===== config.mk =====
export PLATFORM = sky130hd
export DESIGN_NAME = calc_sequencer
export DESIGN_NICKNAME = d
export VERILOG_FILES = /design/src/rtl/calc_pkg.sv /design/src/rtl/calc_stack.sv /design/src/rtl/calc_sequencer.sv
export SDC_FILE = /design/constraint.sdc
export NUM_CORES = 1
export LEC_CHECK = 0
export CAP_MARGIN = 20
export CORE_ASPECT_RATIO = 1.1
export CORE_MARGIN = 5
export CORE_UTILIZATION = 40
export CTS_CLUSTER_DIAMETER = 200
export DETAILED_ROUTE_END_ITERATION = 8
export GPL_ROUTABILITY_DRIVEN = 0
export SLEW_MARGIN = 10
export SYNTH_ARGS = -nofsm -noshare
export SYNTH_HDL_FRONTEND = slang
export SYNTH_SLANG_ARGS = --single-unit

===== constraint.sdc =====
create_clock -name clk -period 13.4 [get_ports clk]
set_clock_uncertainty 0.05 [all_clocks]
set_input_delay 3.35 -clock clk [delete_from_list [all_inputs] [get_ports clk]]
set_output_delay 3.35 -clock clk [all_outputs]
set_load 0.005 [all_outputs]

===== src/rtl/calc_pkg.sv =====
// calc_pkg: shared token codes, ALU opcodes, FSM states and error codes
// for the stack calculator sequencer.
package calc_pkg;
   typedef enum logic [2:0] {
      S_IDLE, S_FLUSH, S_OPER, S_ALU, S_WRITE, S_DONE, S_ERR
   } state_t;
   localparam logic [3:0] TOK_ADD = 4'hA;
   localparam logic [3:0] TOK_SUB = 4'hB;
   localparam logic [3:0] TOK_MUL = 4'hC;
   localparam logic [3:0] TOK_DIV = 4'hD;
   localparam logic [3:0] TOK_EQ  = 4'hE;
   localparam logic [3:0] TOK_ENT = 4'hF;
   localparam logic [1:0] OP_ADD = 2'd0;
   localparam logic [1:0] OP_SUB = 2'd1;
   localparam logic [1:0] OP_MUL = 2'd2;
   localparam logic [1:0] OP_DIV = 2'd3;
   localparam logic [1:0] ERR_NONE    = 2'd0;
   localparam logic [1:0] ERR_UNDER   = 2'd1;
   localparam logic [1:0] ERR_OVER    = 2'd2;
   localparam logic [1:0] ERR_ILLEGAL = 2'd3;
   // Operator tokens A..D map onto opcodes 0..3; the low two bits offset by 2 do it.
   function automatic logic [1:0] tok_to_op(input logic [3:0] t);
      return t[1:0] + 2'd2;
   endfunction
endpackage


===== src/rtl/calc_stack.sv =====
// calc_stack: register-array LIFO with single push and double pop.
// Ports: clk, reset (sync, active-high), push, pop2, din -> top, second, depth, full.
// Entry 0 is always the top, so pushes shift down and pop2 shifts up by two.
module calc_stack
   import calc_pkg::*;
#(
   parameter int W = 32,
   parameter int DEPTH = 8,
   localparam int DW = $clog2(DEPTH + 1)
) (
   input  logic          clk,
   input  logic          reset,
   input  logic          push,
   input  logic          pop2,
   input  logic [W-1:0]  din,
   output logic [W-1:0]  top,
   output logic [W-1:0]  second,
   output logic [DW-1:0] depth,
   output logic          full
);
   logic [W-1:0] mem [DEPTH];
   always_ff @(posedge clk) begin
      if (reset) begin
         depth <= '0;
         for (int i = 0; i < DEPTH; i++) mem[i] <= '0;
      end else if (pop2) begin
         for (int i = 0; i < DEPTH - 2; i++) mem[i] <= mem[i+2];
         depth <= depth - DW'(2);
      end else if (push) begin
         mem[0] <= din;
         for (int i = 1; i < DEPTH; i++) mem[i] <= mem[i-1];
         depth <= depth + DW'(1);
      end
   end
   assign top = mem[0];
   assign second = mem[1];
   assign full = depth == DW'(DEPTH);
endmodule


===== src/rtl/calc_sequencer.sv =====
// calc_sequencer: RPN evaluation controller between keypad decoder and a multi-cycle ALU.
// Ports: clk, reset (sync, active-high); token in: tok_valid, tok, tok_ready;
//        ALU handshake: alu_req, alu_op, alu_a, alu_b, alu_ack, alu_result;
//        status: answer, answer_valid, error, err_code, depth.
// Build option: define CALC_SEQ_DIV_EN to let token D issue a divide; otherwise D is illegal.
module calc_sequencer
   import calc_pkg::*;
#(
   parameter int W = 32,
   parameter int DEPTH = 8,
   localparam int DW = $clog2(DEPTH + 1)
) (
   input  logic          clk,
   input  logic          reset,
   input  logic          tok_valid,
   input  logic [3:0]    tok,
   output logic          tok_ready,
   output logic          alu_req,
   output logic [1:0]    alu_op,
   output logic [W-1:0]  alu_a,
   output logic [W-1:0]  alu_b,
   input  logic          alu_ack,
   input  logic [W-1:0]  alu_result,
   output logic [W-1:0]  answer,
   output logic          answer_valid,
   output logic          error,
   output logic [1:0]    err_code,
   output logic [DW-1:0] depth
);
`ifdef CALC_SEQ_DIV_EN
   localparam logic DIV_EN = 1'b1;
`else
   localparam logic DIV_EN = 1'b0;
`endif
   state_t state;
   logic [3:0] op_q;
   logic [W-1:0] acc, res_q, top, second;
   logic pending, full, push, pop2;
   // Stack controls are decoded from the state so they line up with the FSM's own checks.
   assign push = (state == S_FLUSH && !full) || state == S_WRITE;
   assign pop2 = state == S_OPER && depth >= DW'(2);
   calc_stack #(.W(W), .DEPTH(DEPTH)) u_stack (
      .clk(clk), .reset(reset), .push(push), .pop2(pop2),
      .din(state == S_WRITE ? res_q : acc),
      .top(top), .second(second), .depth(depth), .full(full)
   );
   assign tok_ready = state == S_IDLE;
   assign alu_req = state == S_ALU;
   assign answer_valid = state == S_DONE;
   assign error = state == S_ERR;
   always_ff @(posedge clk) begin
      if (reset) begin
         state <= S_IDLE;
         op_q <= '0;
         acc <= '0;
         pending <= 1'b0;
         res_q <= '0;
         alu_op <= OP_ADD;
         alu_a <= '0;
         alu_b <= '0;
         answer <= '0;
         err_code <= ERR_NONE;
      end else begin
         case (state)
            S_IDLE: if (tok_valid) begin
               if (tok <= 4'd9) begin
                  acc <= acc * W'(10) + W'(tok);
                  pending <= 1'b1;
               end else begin
                  op_q <= tok;
                  if (tok == TOK_DIV && !DIV_EN) begin
                     state <= S_ERR;
                     err_code <= ERR_ILLEGAL;
                  end else if (pending) begin
                     state <= S_FLUSH;
                  end else if (tok == TOK_EQ) begin
                     if (depth == '0) begin
                        state <= S_ERR;
                        err_code <= ERR_UNDER;
                     end else begin
                        answer <= top;
                        state <= S_DONE;
                     end
                  end else if (tok != TOK_ENT) begin
                     state <= S_OPER;
                  end
               end
            end
            S_FLUSH: if (full) begin
               state <= S_ERR;
               err_code <= ERR_OVER;
            end else begin
               // The pushed value becomes the top, so an equal resolves to acc itself.
               acc <= '0;
               pending <= 1'b0;
               if (op_q == TOK_EQ) answer <= acc;
               state <= op_q == TOK_ENT ? S_IDLE : op_q == TOK_EQ ? S_DONE : S_OPER;
            end
            S_OPER: if (depth < DW'(2)) begin
               state <= S_ERR;
               err_code <= ERR_UNDER;
            end else begin
               alu_a <= second;
               alu_b <= top;
               alu_op <= tok_to_op(op_q);
               state <= S_ALU;
            end
            S_ALU: if (alu_ack) begin
               res_q <= alu_result;
               state <= S_WRITE;
            end
            S_WRITE: state <= S_IDLE;
            default: state <= state;
         endcase
      end
   end
endmodule


* Word-level counts from Yosys, hierarchy flattened
Memories as Yosys holds them, arrays and structs flattened.
Index checks and enable logic that the tools add are counted.
** Word-level totals
- Register bits after elaboration :: 176
- Memory bits (writable) :: 256
- Input port bits :: 40
- Output and inout bits :: 108
- Word-level logic and storage cells :: 146
- Memories kept :: 1
** Memory list
- u_stack.mem :: depth 8, bits a word 32, read ports 8, clocked after memory_dff 0, wr ports 8, RTL line calc_stack.sv:21 : logic [W-1:0] mem [DEPTH];
** Cells by class
- Add/sub/neg operators :: 4
- Multiply operators :: 1
- $lt $le $gt $ge :: 3
- Equality and inequality tests :: 28
- Muxes and demuxes :: 65
- Bitwise gates (word level) :: 16
- Reductions and logical operators :: 17
** Operators with widths (number)
- 2-to-1 mux 32 bit :: 26
- one-hot mux 32 bit (2 select lines) :: 2
- 2-to-1 mux 3 bit :: 11
- adder 32 x 4 -> 32 bit :: 1
- multiplier 32 x 3 -> 31 bit, second input constant :: 1
- == test 4 bit, second input constant :: 5
- 2-to-1 mux 2 bit :: 9
- one-hot mux 3 bit (5 select lines) :: 1
- inequality test 2 bit, second input constant :: 7
- bitwise OR 1 bit :: 14
- 2-to-1 mux 1 bit :: 12
- inequality test 2 x 1 -> 1 bit, second input constant :: 5
- == test 3 bit, second input constant :: 3
- AND reduction 9 bit :: 1
- 2-to-1 mux 4 bit :: 2
- AND reduction 8 bit :: 1
- == test 3 x 2 -> 1 bit, second input constant :: 2
- inequality test 3 x 1 -> 1 bit, second input constant :: 2
- one-hot mux 2 bit (3 select lines) :: 1
- inequality test 5 x 1 -> 1 bit, second input constant :: 1
- AND reduction 5 bit :: 1
- nonzero test 5 bit :: 1
- adder 4 x 1 -> 4 bit, second input constant :: 1
- greater-or-equal comparator 4 x 2 -> 1 bit, second input constant :: 1
- 19 further kinds :: 23

* Logic depth before layout (Yosys ltp)
- Depth in word-level cells :: 9
- Mapped depth :: 13
- Depth with buffers taken out :: 13

* By module
From an unflattened synthesis, not the netlist that was laid out.
** Second synthesis, totals
- Cell total of the unflattened synthesis :: 1972
- Area total of the unflattened synthesis :: 20322.0 µm²
** By module, submodules not included
- calc_stack :: times used 1, cells each 774, area an instance 10841.6 µm², sequential area each 7767.4 µm²
- calc_sequencer :: times used 1, cells each 1198, area an instance 9480.3 µm², sequential area each 3443.3 µm²

* Least setup slack after synthesis
Ideal clock, no wire load.
- Path type :: input-to-reg
- From :: input port reset
- To :: memory u_stack.mem[0][0], enable pin
- Setup time :: 0.528 ns
- Data arrival time :: 7.355 ns
- Data required time :: 12.822 ns
- Setup slack :: 5.467 ns
- Stages :: 3
- Path buffers :: 2
- Cell sequence :: clkbuf_1 -> clkbuf_1 -> or3_1
** RTL lines
- start: declaration :: RTL line calc_sequencer.sv:14 : input logic reset,
- end: declaration :: RTL line calc_stack.sv:21

* Worst setup path in the final report
- From :: input port tok[1]
- To :: register acc[31]
** Between the ends
- Word-level cells in the longest chain between the ends :: 4
- Elaborated cells on any way between the ends :: 7
- Those cells by class :: 1 x add/sub; 1 x order compare; 1 x eq/ne; 3 x mux; 1 x reduce/logical
** Ends and longest elaborated chain
- start: declaration :: RTL line calc_sequencer.sv:16 : input logic [3:0] tok,
- adder 32 x 4 -> 32 bit :: RTL line calc_sequencer.sv:67 : acc <= acc * W'(10) + W'(tok);
- 2-to-1 mux 32 bit :: RTL line calc_sequencer.sv:66 : if (tok <= 4'd9) begin
- 2-to-1 mux 32 bit :: RTL line calc_sequencer.sv:65 : S_IDLE: if (tok_valid) begin
- one-hot mux 32 bit (2 select lines) :: RTL line calc_sequencer.sv:64 : case (state)
- end signal: assignment :: RTL line calc_sequencer.sv:67
- end: declaration :: RTL line calc_sequencer.sv:37 : logic [W-1:0] acc, res_q, top, second;
Parallel ways exist; a longest one is shown, timed or not. The select of a mux whose other input is x is not followed.
A chain may end at the register's enable or synchronous reset.

==> results.toml <==
[outcome]
outcome = "complete, no violations"

[yosys]
ys_types = 69
syn_inst = 1847
netlist.area_leader.share = 0.3926
yosys-top-cells-count = "nand2_1, edfxtp_1, dfxtp_1, a22o_1, a21oi_1"
synth_edf_count = 256
synth_fp_nets = 1952
syn_area_um2 = 19580
async_flop_share = 0
synth_most_common_cell = "nand2_1"
yosysTopAreaCell = "edfxtp_1"
ys_top_cells_by_area = "edfxtp_1, dfxtp_1, a22o_1, nand2_1, ha_1"
ys_seq_area_frac = 0.5725
synth_flop_cell = "edfxtp_1"
ys_warn_count = 0
ys_ff_latch = 432
avgSynthCellArea_um2 = 10.60

[die]
die_height_um = 242.1
ios = 148
num_rows = 85
dieArea_um2 = 53480
initial_utilization = 0.4020
coreArea_um2 = 48710
chipWidth_um = 221.0

[sta]
setup_tns_ns = 0
worst_pin_slew_ns = 1.054
fmax_mhz = 150.7
final_hold_viol_count = 0
maxSlewViolCount = 0
period_minus_slack_ns = 6.635
max_slew_margin = 0.2977
setup_viol = 0
post-route-period-util = 0.4951
rsz0062_at_grt = "false"

[clocking]
cts_hold_buf = 0
clock_sinks = 432
post_cts_buffers = 0
cts_buffer_depth = 3
cts_resized = 0
clk_pin_slew_ns = 0.06
htreeDepth = 2
clk_latency_ns = 0.58
cts_tree = "yes"
cts_buffers = 44
root_buffer = "clkbuf_16"

[global_route]
grt_max_degree = 96
grt_pass1_wl_mm = 82.54
antenna_found_initial = 0
grt_pass1_vias = 14160
grt_util_all_layers = 0.1904
grt_remaining_overflow = 0

[final_layout]
syn_to_final_growth_pct = 17.07
num_antenna_cells = 0
nets = 2030
register_area_um2 = 11210
n_fill_cell = 4588
multiInputGateArea_um2 = 7843
fin_util = 0.4706
drive_gt1_frac = 0.05663

[run]
drv_cap = 0

[drt]
dr.pass1.iters = 5
num_vias = 14670
drc = 0
totalWireLength_mm = 53.19
routedWlPerCell_um = 20.36
drt_iter0_drc = 1318
ant_nets = 0
avgViaCountPerCell = 5.617

[worst_setup_path]
cp-endpoint = "acc[31]$_SDFFE_PP0P_"
crit_type = "input port to flop"
r2r-end = "acc[30]$_SDFFE_PP0P_"
reg2reg_depth = 13
worst_ep_arrival_time_ns = 7.06
required_ns = 13.82
crit_path_max_fanout = 6
start_kind = "input port"
startpoint = "tok[1]"
reg2reg_slack_ns = 8.49
worstSetupEndpointType = "flop"
worstReg2RegStart = "acc[3]$_SDFFE_PP0P_"

[placement]
dp_hpwl_mm = 34.21
io_buffers = 147

[pwr]
leakagePower_nw = 8.150
powerDensity_nw_per_um2 = 192.9
ir_worst_vdd_uv = 135.3

[min_path]
hp-class = "flop to flop"
per-layer routing:
layer	vias up	routed length, um	track usage
li1	6966	-	-
met3	75	3107	0.02787
met2	430	23610	0.2932
met5	-	0	0
met4	0	1535	0.05711
met1	7200	24940	0.2798
placed cells by master (no fill, tap or decap), types with 34 or more instances in the layout:
master	instances
clkdlybuf4s50_1	146
ha_1	63
o22ai_1	34
nor2_1	126
a22o_1	172
dfxtp_1	176
edfxtp_1	256
nor3_1	54
a21oi_1	138
clkbuf_16	44
nand2_1	309
nor2b_1	69
where the power goes:
part	internal [mW]	switching, mW
clock network	0.654	0.522
registers	1.95	0.314
logic	0.361	0.621
through the flow:
step | setup WS, ns | cell area [um^2] | instances | hold WS (ns) | total power [mW]
2_1_floorplan | 5.467 | 19580 | 1847 | 0.3862 | 2.785
5_1_grt | 6.462 | 22920 | 2612 | 0.4227 | 4.642
4_1_cts | 6.788 | 22920 | 2612 | 0.4040 | 4.448
3_3_place_gp | 6.227 | 21560 | 2531 | 0.3959 | 3.241
6_report | 6.765 | 22920 | 2612 | 0.4015 | 4.421
3_5_place_dp | 6.164 | 21560 | 2531 | 0.3959 | 3.258
kinds of logic after synthesis:
logic type      count (synthesis)  share of synthesized area
mux                             4                   0.002045
compound gates                487                     0.1778
fa+ha+maj                      65                    0.04230
buf+inv                       152                    0.03003
simple gates                  657                     0.1529
xor+xnor                       50                    0.02236
flops                         432                     0.5725
final cells by class:
| cell class | count | share of cell area |
|---|---|---|
| repair buffers | 169 | 0.07145 |
| inverters | 15 | 0.002456 |
| well taps | 652 | 0.03559 |
| multi-input cells | 1263 | 0.3421 |
| clock inverters | 11 | 0.003985 |
| flip-flops and latches | 432 | 0.4891 |
| clock buffers | 70 | 0.05535 |
critical path, stage by stage:
cell and delay (ns):
clkdlybuf4s50_1 0.57, ha_1 0.23, inv_1 0.06, fa_1 0.38, nor2b_1 0.15, o21ai_0 0.14, or2_1 0.30, nor4b_2 0.36
nand4_1 0.15, or4_4 0.50, nor4_4 0.34, nand4_1 0.16, xnor2_1 0.16, a22o_1 0.20
sequential cells by signal, indices dropped and copies added (netlist names), 2 cells and up:
register / flops
state: 3
op_q: 4
alu_b: 32
acc: 32
answer: 32
alu_op: 2
err_code: 2
res_q: 32
u_stack.depth: 4
u_stack.mem: 256
alu_a: 32
worst min path at each step:
| stage | end | startpoint | cells after the start | slack, ns |
|---|---|---|---|---|
| 2_1_floorplan | alu_op[1]$_SDFFE_PP0P_ | op_q[1]$_SDFFE_PP0P_ | 1 | 0.39 |
| 3_3_place_gp | alu_b[8]$_SDFFE_PP0P_ | alu_b[8]$_SDFFE_PP0P_ | 2 | 0.40 |
| 3_5_place_dp | alu_a[7]$_SDFFE_PP0P_ | alu_a[7]$_SDFFE_PP0P_ | 2 | 0.40 |
| 4_1_cts | alu_a[7]$_SDFFE_PP0P_ | alu_a[7]$_SDFFE_PP0P_ | 2 | 0.40 |
| 5_1_grt | alu_a[10]$_SDFFE_PP0P_ | alu_a[10]$_SDFFE_PP0P_ | 2 | 0.42 |
| 6_report | alu_a[22]$_SDFFE_PP0P_ | alu_a[22]$_SDFFE_PP0P_ | 2 | 0.40 |
(Power assumes the default switching activity.)
